## config.mk

```make
export PLATFORM = sky130hd
export DESIGN_NAME = alu_multicycle
export DESIGN_NICKNAME = d
export VERILOG_FILES = /design/src/rtl/alu_multicycle.sv
export SDC_FILE = /design/constraint.sdc
export NUM_CORES = 1
export LEC_CHECK = 0
export CAP_MARGIN = 20
export CORE_MARGIN = 2
export CORE_UTILIZATION = 35
export CTS_BUF_LIST = sky130_fd_sc_hd__clkbuf_4 sky130_fd_sc_hd__clkbuf_8
export DETAILED_ROUTE_END_ITERATION = 16
export GPL_TIMING_DRIVEN = 0
export HOLD_SLACK_MARGIN = 0.12
export MAX_ROUTING_LAYER = met4
export REMOVE_ABC_BUFFERS = 1
export SYNTH_ARGS = -nofsm -noshare
export SYNTH_HDL_FRONTEND = slang
export SYNTH_SLANG_ARGS = --single-unit
```

## constraint.sdc

```tcl
create_clock -name clk -period 9.3 [get_ports clk]
set_clock_uncertainty 0.05 [all_clocks]
set_input_delay 1.395 -clock clk [delete_from_list [all_inputs] [get_ports clk]]
set_output_delay 1.395 -clock clk [all_outputs]
set_load 0.02 [all_outputs]
```

## src/rtl/alu_multicycle.sv

```systemverilog
// alu_multicycle: registered WIDTH-bit ALU with start/busy/done handshake,
// single-cycle logic/arith ops plus shift-add MUL and restoring DIV.
module alu_multicycle #(
    parameter int WIDTH = 8
) (
    input  logic             clk,
    input  logic             rst_n,
    input  logic             start,
    input  logic [3:0]       alu_op,
    input  logic [WIDTH-1:0] a,
    input  logic [WIDTH-1:0] b,
    input  logic             c_in,
    output logic             busy,
    output logic             done,
    output logic [WIDTH-1:0] out,
    output logic [WIDTH-1:0] out_hi,
    output logic             P,
    output logic             Z,
    output logic             S,
    output logic             C,
    output logic             OV
);
    typedef enum logic [1:0] {IDLE, CALC, FIN} state_t;
    localparam logic [3:0] OP_MUL = 4'd12;
    localparam logic [3:0] OP_DIV = 4'd13;
    localparam int CW = $clog2(WIDTH);

    state_t             state_q, state_d;
    logic [3:0]         op_q, op_d;
    logic [WIDTH-1:0]   a_q, a_d, b_q, b_d;
    logic               cin_q, cin_d;
    logic [2*WIDTH-1:0] acc_q, acc_d;
    logic [CW-1:0]      cnt_q, cnt_d;
    logic               busy_q, busy_d, done_q, done_d;
    logic [WIDTH-1:0]   out_q, out_d, hi_q, hi_d;
    logic               p_q, p_d, z_q, z_d, s_q, s_d, c_q, c_d, ov_q, ov_d;

    logic [WIDTH-1:0]   res, res_hi;
    logic               res_c, res_ov;
    logic [WIDTH:0]     mul_sum, div_tmp, div_diff;

    // acc holds {hi, lo}: MUL {partial product, multiplier}, DIV {remainder, dividend/quotient}
    always_comb begin
        mul_sum  = {1'b0, acc_q[2*WIDTH-1:WIDTH]} + (acc_q[0] ? {1'b0, b_q} : '0);
        div_tmp  = {acc_q[2*WIDTH-1:WIDTH], acc_q[WIDTH-1]};
        div_diff = div_tmp - {1'b0, b_q};
    end

    always_comb begin
        res    = '0;
        res_hi = '0;
        res_c  = 1'b0;
        res_ov = 1'b0;
        case (op_q)
            4'd0: res = b_q;
            4'd1: res = a_q & b_q;
            4'd2: res = a_q | b_q;
            4'd3: res = a_q ^ b_q;
            4'd4: begin
                {res_c, res} = {1'b0, a_q} + {1'b0, b_q};
                res_ov = (a_q[WIDTH-1] == b_q[WIDTH-1]) && (res[WIDTH-1] != a_q[WIDTH-1]);
            end
            4'd5: begin
                {res_c, res} = {1'b0, a_q} - {1'b0, b_q};
                res_ov = (a_q[WIDTH-1] != b_q[WIDTH-1]) && (res[WIDTH-1] != a_q[WIDTH-1]);
            end
            4'd6: begin
                {res_c, res} = {1'b0, a_q} + {{WIDTH{1'b0}}, 1'b1};
                res_ov = ~a_q[WIDTH-1] & res[WIDTH-1];
            end
            4'd7: res = ~a_q;
            4'd8: begin
                {res_c, res} = {1'b0, a_q} + {1'b0, b_q} + {{WIDTH{1'b0}}, cin_q};
                res_ov = (a_q[WIDTH-1] == b_q[WIDTH-1]) && (res[WIDTH-1] != a_q[WIDTH-1]);
            end
            4'd9: begin
                {res_c, res} = {1'b0, a_q} - {1'b0, b_q} - {{WIDTH{1'b0}}, cin_q};
                res_ov = (a_q[WIDTH-1] != b_q[WIDTH-1]) && (res[WIDTH-1] != a_q[WIDTH-1]);
            end
            4'd10: {res_c, res} = {a_q, 1'b0};
            4'd11: {res, res_c} = {1'b0, a_q};
            OP_MUL: begin
                {res_hi, res} = acc_q;
                res_c = |acc_q[2*WIDTH-1:WIDTH];
            end
            OP_DIV: begin
                res    = (b_q == '0) ? '1 : acc_q[WIDTH-1:0];
                res_hi = (b_q == '0) ? a_q : acc_q[2*WIDTH-1:WIDTH];
                res_ov = (b_q == '0);
            end
            default: res = '0;
        endcase
    end

    always_comb begin
        state_d = state_q;
        op_d    = op_q;
        a_d     = a_q;
        b_d     = b_q;
        cin_d   = cin_q;
        acc_d   = acc_q;
        cnt_d   = cnt_q;
        busy_d  = busy_q;
        done_d  = 1'b0;
        out_d   = out_q;
        hi_d    = hi_q;
        p_d     = p_q;
        z_d     = z_q;
        s_d     = s_q;
        c_d     = c_q;
        ov_d    = ov_q;
        case (state_q)
            IDLE: if (start) begin
                op_d    = alu_op;
                a_d     = a;
                b_d     = b;
                cin_d   = c_in;
                acc_d   = {{WIDTH{1'b0}}, a};
                cnt_d   = CW'(WIDTH - 1);
                busy_d  = 1'b1;
                state_d = (alu_op == OP_MUL || (alu_op == OP_DIV && b != '0)) ? CALC : FIN;
            end
            CALC: begin
                acc_d = (op_q == OP_DIV)
                      ? {(div_diff[WIDTH] ? div_tmp[WIDTH-1:0] : div_diff[WIDTH-1:0]),
                         acc_q[WIDTH-2:0], ~div_diff[WIDTH]}
                      : {mul_sum, acc_q[WIDTH-1:1]};
                cnt_d   = cnt_q - 1'b1;
                state_d = (cnt_q == '0) ? FIN : CALC;
            end
            FIN: begin
                state_d = IDLE;
                busy_d  = 1'b0;
                done_d  = 1'b1;
                out_d   = res;
                hi_d    = res_hi;
                p_d     = ~^res;
                z_d     = (res == '0);
                s_d     = res[WIDTH-1];
                c_d     = res_c;
                ov_d    = res_ov;
            end
            default: state_d = IDLE;
        endcase
    end

    always_ff @(posedge clk or negedge rst_n) begin
        if (!rst_n) begin
            state_q <= IDLE;
            op_q    <= '0;
            a_q     <= '0;
            b_q     <= '0;
            cin_q   <= 1'b0;
            acc_q   <= '0;
            cnt_q   <= '0;
            busy_q  <= 1'b0;
            done_q  <= 1'b0;
            out_q   <= '0;
            hi_q    <= '0;
            p_q     <= 1'b0;
            z_q     <= 1'b0;
            s_q     <= 1'b0;
            c_q     <= 1'b0;
            ov_q    <= 1'b0;
        end else begin
            state_q <= state_d;
            op_q    <= op_d;
            a_q     <= a_d;
            b_q     <= b_d;
            cin_q   <= cin_d;
            acc_q   <= acc_d;
            cnt_q   <= cnt_d;
            busy_q  <= busy_d;
            done_q  <= done_d;
            out_q   <= out_d;
            hi_q    <= hi_d;
            p_q     <= p_d;
            z_q     <= z_d;
            s_q     <= s_d;
            c_q     <= c_d;
            ov_q    <= ov_d;
        end
    end

    assign busy   = busy_q;
    assign done   = done_q;
    assign out    = out_q;
    assign out_hi = hi_q;
    assign P      = p_q;
    assign Z      = z_q;
    assign S      = s_q;
    assign C      = c_q;
    assign OV     = ov_q;
endmodule

```

==> results.cfg <==
[synth]
synth_cell_types = 76
synth-async-reset-ratio_pct = 100
ys_warn_count = 0
syn_area_sq_mm = 0.00611
ys_ff_latch = 64
synth-edff-count = 0
synth_top_area_cell = dfrtp_1
ys_top_cells_by_count = 82 x nand2_1, 64 x dfrtp_1, 63 x nor2_1, 52 x ha_1, 49 x o21ai_0
ys_seq_area_share_pct = 26.2
synth_area_per_cell_sq_um = 8.12
synthCells = 753
synthFlopType = dfrtp_1
yosysTopAreaCellShare_pct = 26.2
ys_top_cells_by_area = dfrtp_1 26%, ha_1 11%, nand2_1 5.0%, xnor2_1 4.7%, o21ai_0 4.0%
yosysMostFrequentCell = nand2_1

[cts]
max-clock-path-buffers = 2
cts_tree = yes
clk_latency_ns = 0.39
cts_resized = 0
postCtsSetupBuffers = 0
cts_made_buffers = 9
clock-sinks = 64
path_clk_slew_ns = 0.10
clock-root-buffer = clkbuf_8
htreeDepth = 3
postCtsHoldBufs = 0

[sta]
slew_headroom_pct = 26.6
fmax_ghz = 0.229
rsz0062_at_grt = false
hold_violations = 0
period_needed_ns = 4.37
tightest_slew_ns = 1.09
slew_viol_final = 0
period_share_pct = 47.0
setup_viol = 0
fin_tns_setup_ns = 0

[job]
maxCapViolCount = 0

[global_route]
antenna_found_initial = 1
use_met3_pct = 3.77
top_usage_layer = met2
first_global_vias = 5669
met2_usage_pct = 34.8
grt_start_max_net_pins = 65
grt_usage_pct = 22.9
grt_pass1_wl_mm = 31.7
grt_util_met1_pct = 30.6
grt_overflow = 0

[setup_path]
crit_chain = nand4b_1 -> nor3_2 -> nor4_1 -> o221ai_1 -> a21oi_1 -> o21a_1 -> ha_1 -> xnor2_1 -> xnor2_1 -> o21ai_0
start_kind = register
worst_r2r_path_depth = 10
startpoint = op_q[2]$_DFFE_PN0P_
r2r_setup_slack_ns = 4.93
max_stage_delay_ns = 1.09
critical_path_class = reg -> reg
r2r-end = P$_DFFE_PN0P_
cp_slowest_cell = nor3_2
end_kind = register
cp_max_fo = 33
crit_path_end = P$_DFFE_PN0P_
worstReg2RegStart = op_q[2]$_DFFE_PN0P_
worst_path_most_repeated_cell = xnor2_1
crit_arrival_ns = 4.58
required_ns = 9.51

[routing]
route.final.wire_length_mm = 19.8
avgViaCountPerCell = 5.87
routedWlPerCell_um = 19.7
dr.pass1.iters = 5
vias = 5895
final_antenna_net_count = 0
drcViolationCount = 0
drt_iter0_drc = 514

[placed_design]
port_buffers = 46
routabilityCongestion = 0.974
dp_hpwl_mm = 14.9

[die]
rows = 48
io_pins = 47
die_x_um = 136
start_util_pct = 35.6
die_area_sq_mm = 0.0185
die_h_um = 136
core_sq_mm = 0.0172

[hold_path]
min_path_type = reg -> reg
hold_path_depth = 1

[power_and_ir_drop]
power_per_cell_area_mw_per_mm2 = 284
power.leakage_nw = 2.86
peakVddDrop_uv = 143

[status]
outcome = finished clean

[final_layout]
fill_cells = 1841
area_growth_pct = 13.3
nets = 853
post-route-util_pct = 40.3
drive_gt1_share_pct = 5.78
## worst min path at each step
| stage | from | endpoint |
|---|---|---|
| detailed placement | busy$_DFFE_PN0P_ | busy$_DFFE_PN0P_ |
| global route | out[1]$_DFFE_PN0P_ | out[1]$_DFFE_PN0P_ |
| finish | busy$_DFFE_PN0P_ | busy$_DFFE_PN0P_ |
| global placement | busy$_DFFE_PN0P_ | busy$_DFFE_PN0P_ |
| CTS | busy$_DFFE_PN0P_ | busy$_DFFE_PN0P_ |
| floorplan | state_q[1]$_DFFE_PN0P_ | state_q[1]$_DFFE_PN0P_ |
## cell type report
| cell class | count | area, sq um | share of cell area (%) |
|---|---|---|---|
| antenna | 1 | 2.50 | 0.0361 |
| clock buffer | 9 | 124 | 1.79 |
| clock inverter | 7 | 78.8 | 1.14 |
| inverter | 39 | 149 | 2.15 |
| multi-input combinational | 611 | 4180 | 60.3 |
| sequential | 64 | 1600 | 23.1 |
| tap | 225 | 282 | 4.07 |
| timing repair buffer | 48 | 513 | 7.41 |
## where the power goes
| group | total [W] | internal, W | leakage, nW | switching, W |
|---|---|---|---|---|
| Sequential | 0.000496 | 0.000355 | 0.782 | 0.000142 |
| Clock | 0.000264 | 0.000126 | 0.0925 | 0.000138 |
| Combinational | 0.00121 | 0.000515 | 1.98 | 0.000691 |
| Total | 0.00197 | 0.000995 | 2.86 | 0.000971 |
## kinds of logic (layout without fill, tap and decap cells)
kind of cell / after synthesis / after routing / synth area share [%]
AOI/OAI and AO/OA: 227 / 227 / 25.7
xor gates and xnor gates: 45 / 45 / 6.45
adders and majority gates: 56 / 56 / 12.0
buffers and inverters: 78 / 103 / 5.55
DFF: 64 / 64 / 26.2
muxes: 18 / 18 / 3.32
other: 0 / 1 / 0
and+or+nand+nor: 265 / 265 / 20.8
## registers in the layout, summed over array words and instances, names as in the netlist
signal and flops:
busy 1, b_q 8, done 1, cnt_q 3, cin_q 1, op_q 4, out 8, a_q 8
out_hi 8, Z 1, C 1, state_q 2, P 1, acc_q 16, OV 1
## cells in the final DEF, fill, tap and decap left out, types with 13 or more instances in the layout
cell,count
nor3_1,23
and2_1,13
ha_1,52
dfrtp_1,64
nor2_1,62
nor2b_1,13
clkdlybuf4s50_1,45
a21oi_1,41
nand2_1,82
xnor2_1,33
nand3_1,23
o21ai_0,48
inv_1,35
## per-stage QoR
step           hold WS [ns]  instances  power (W)  worst slack [ns]  instance area [sq um]
2_1_floorplan         0.423        714    0.00130              5.98                   5920
3_3_place_gp          0.409        985    0.00167              4.22                   6670
3_5_place_dp          0.416        987    0.00169              5.09                   6720
4_1_cts               0.434       1003    0.00196              5.07                   6920
5_1_grt               0.453       1004    0.00212              4.69                   6930
6_report              0.425       1004    0.00197              4.93                   6930
## worst max-delay path: cells and delay by family (launching register included)
kind	cells	cell delay (ns)
simple gates	3	2.03
flops	1	1.07
compound gates	4	0.48
xor+xnor	2	0.30
fa+ha+maj	1	0.29
## layer usage
layer  vias to the layer above  wire, um
met1                      2808      8970
li1                       2807         -
met2                       237      8850
met3                        43      1290
met5                         -         0
met4                         0       654
Note: power is estimated with default switching activity, not from simulation.
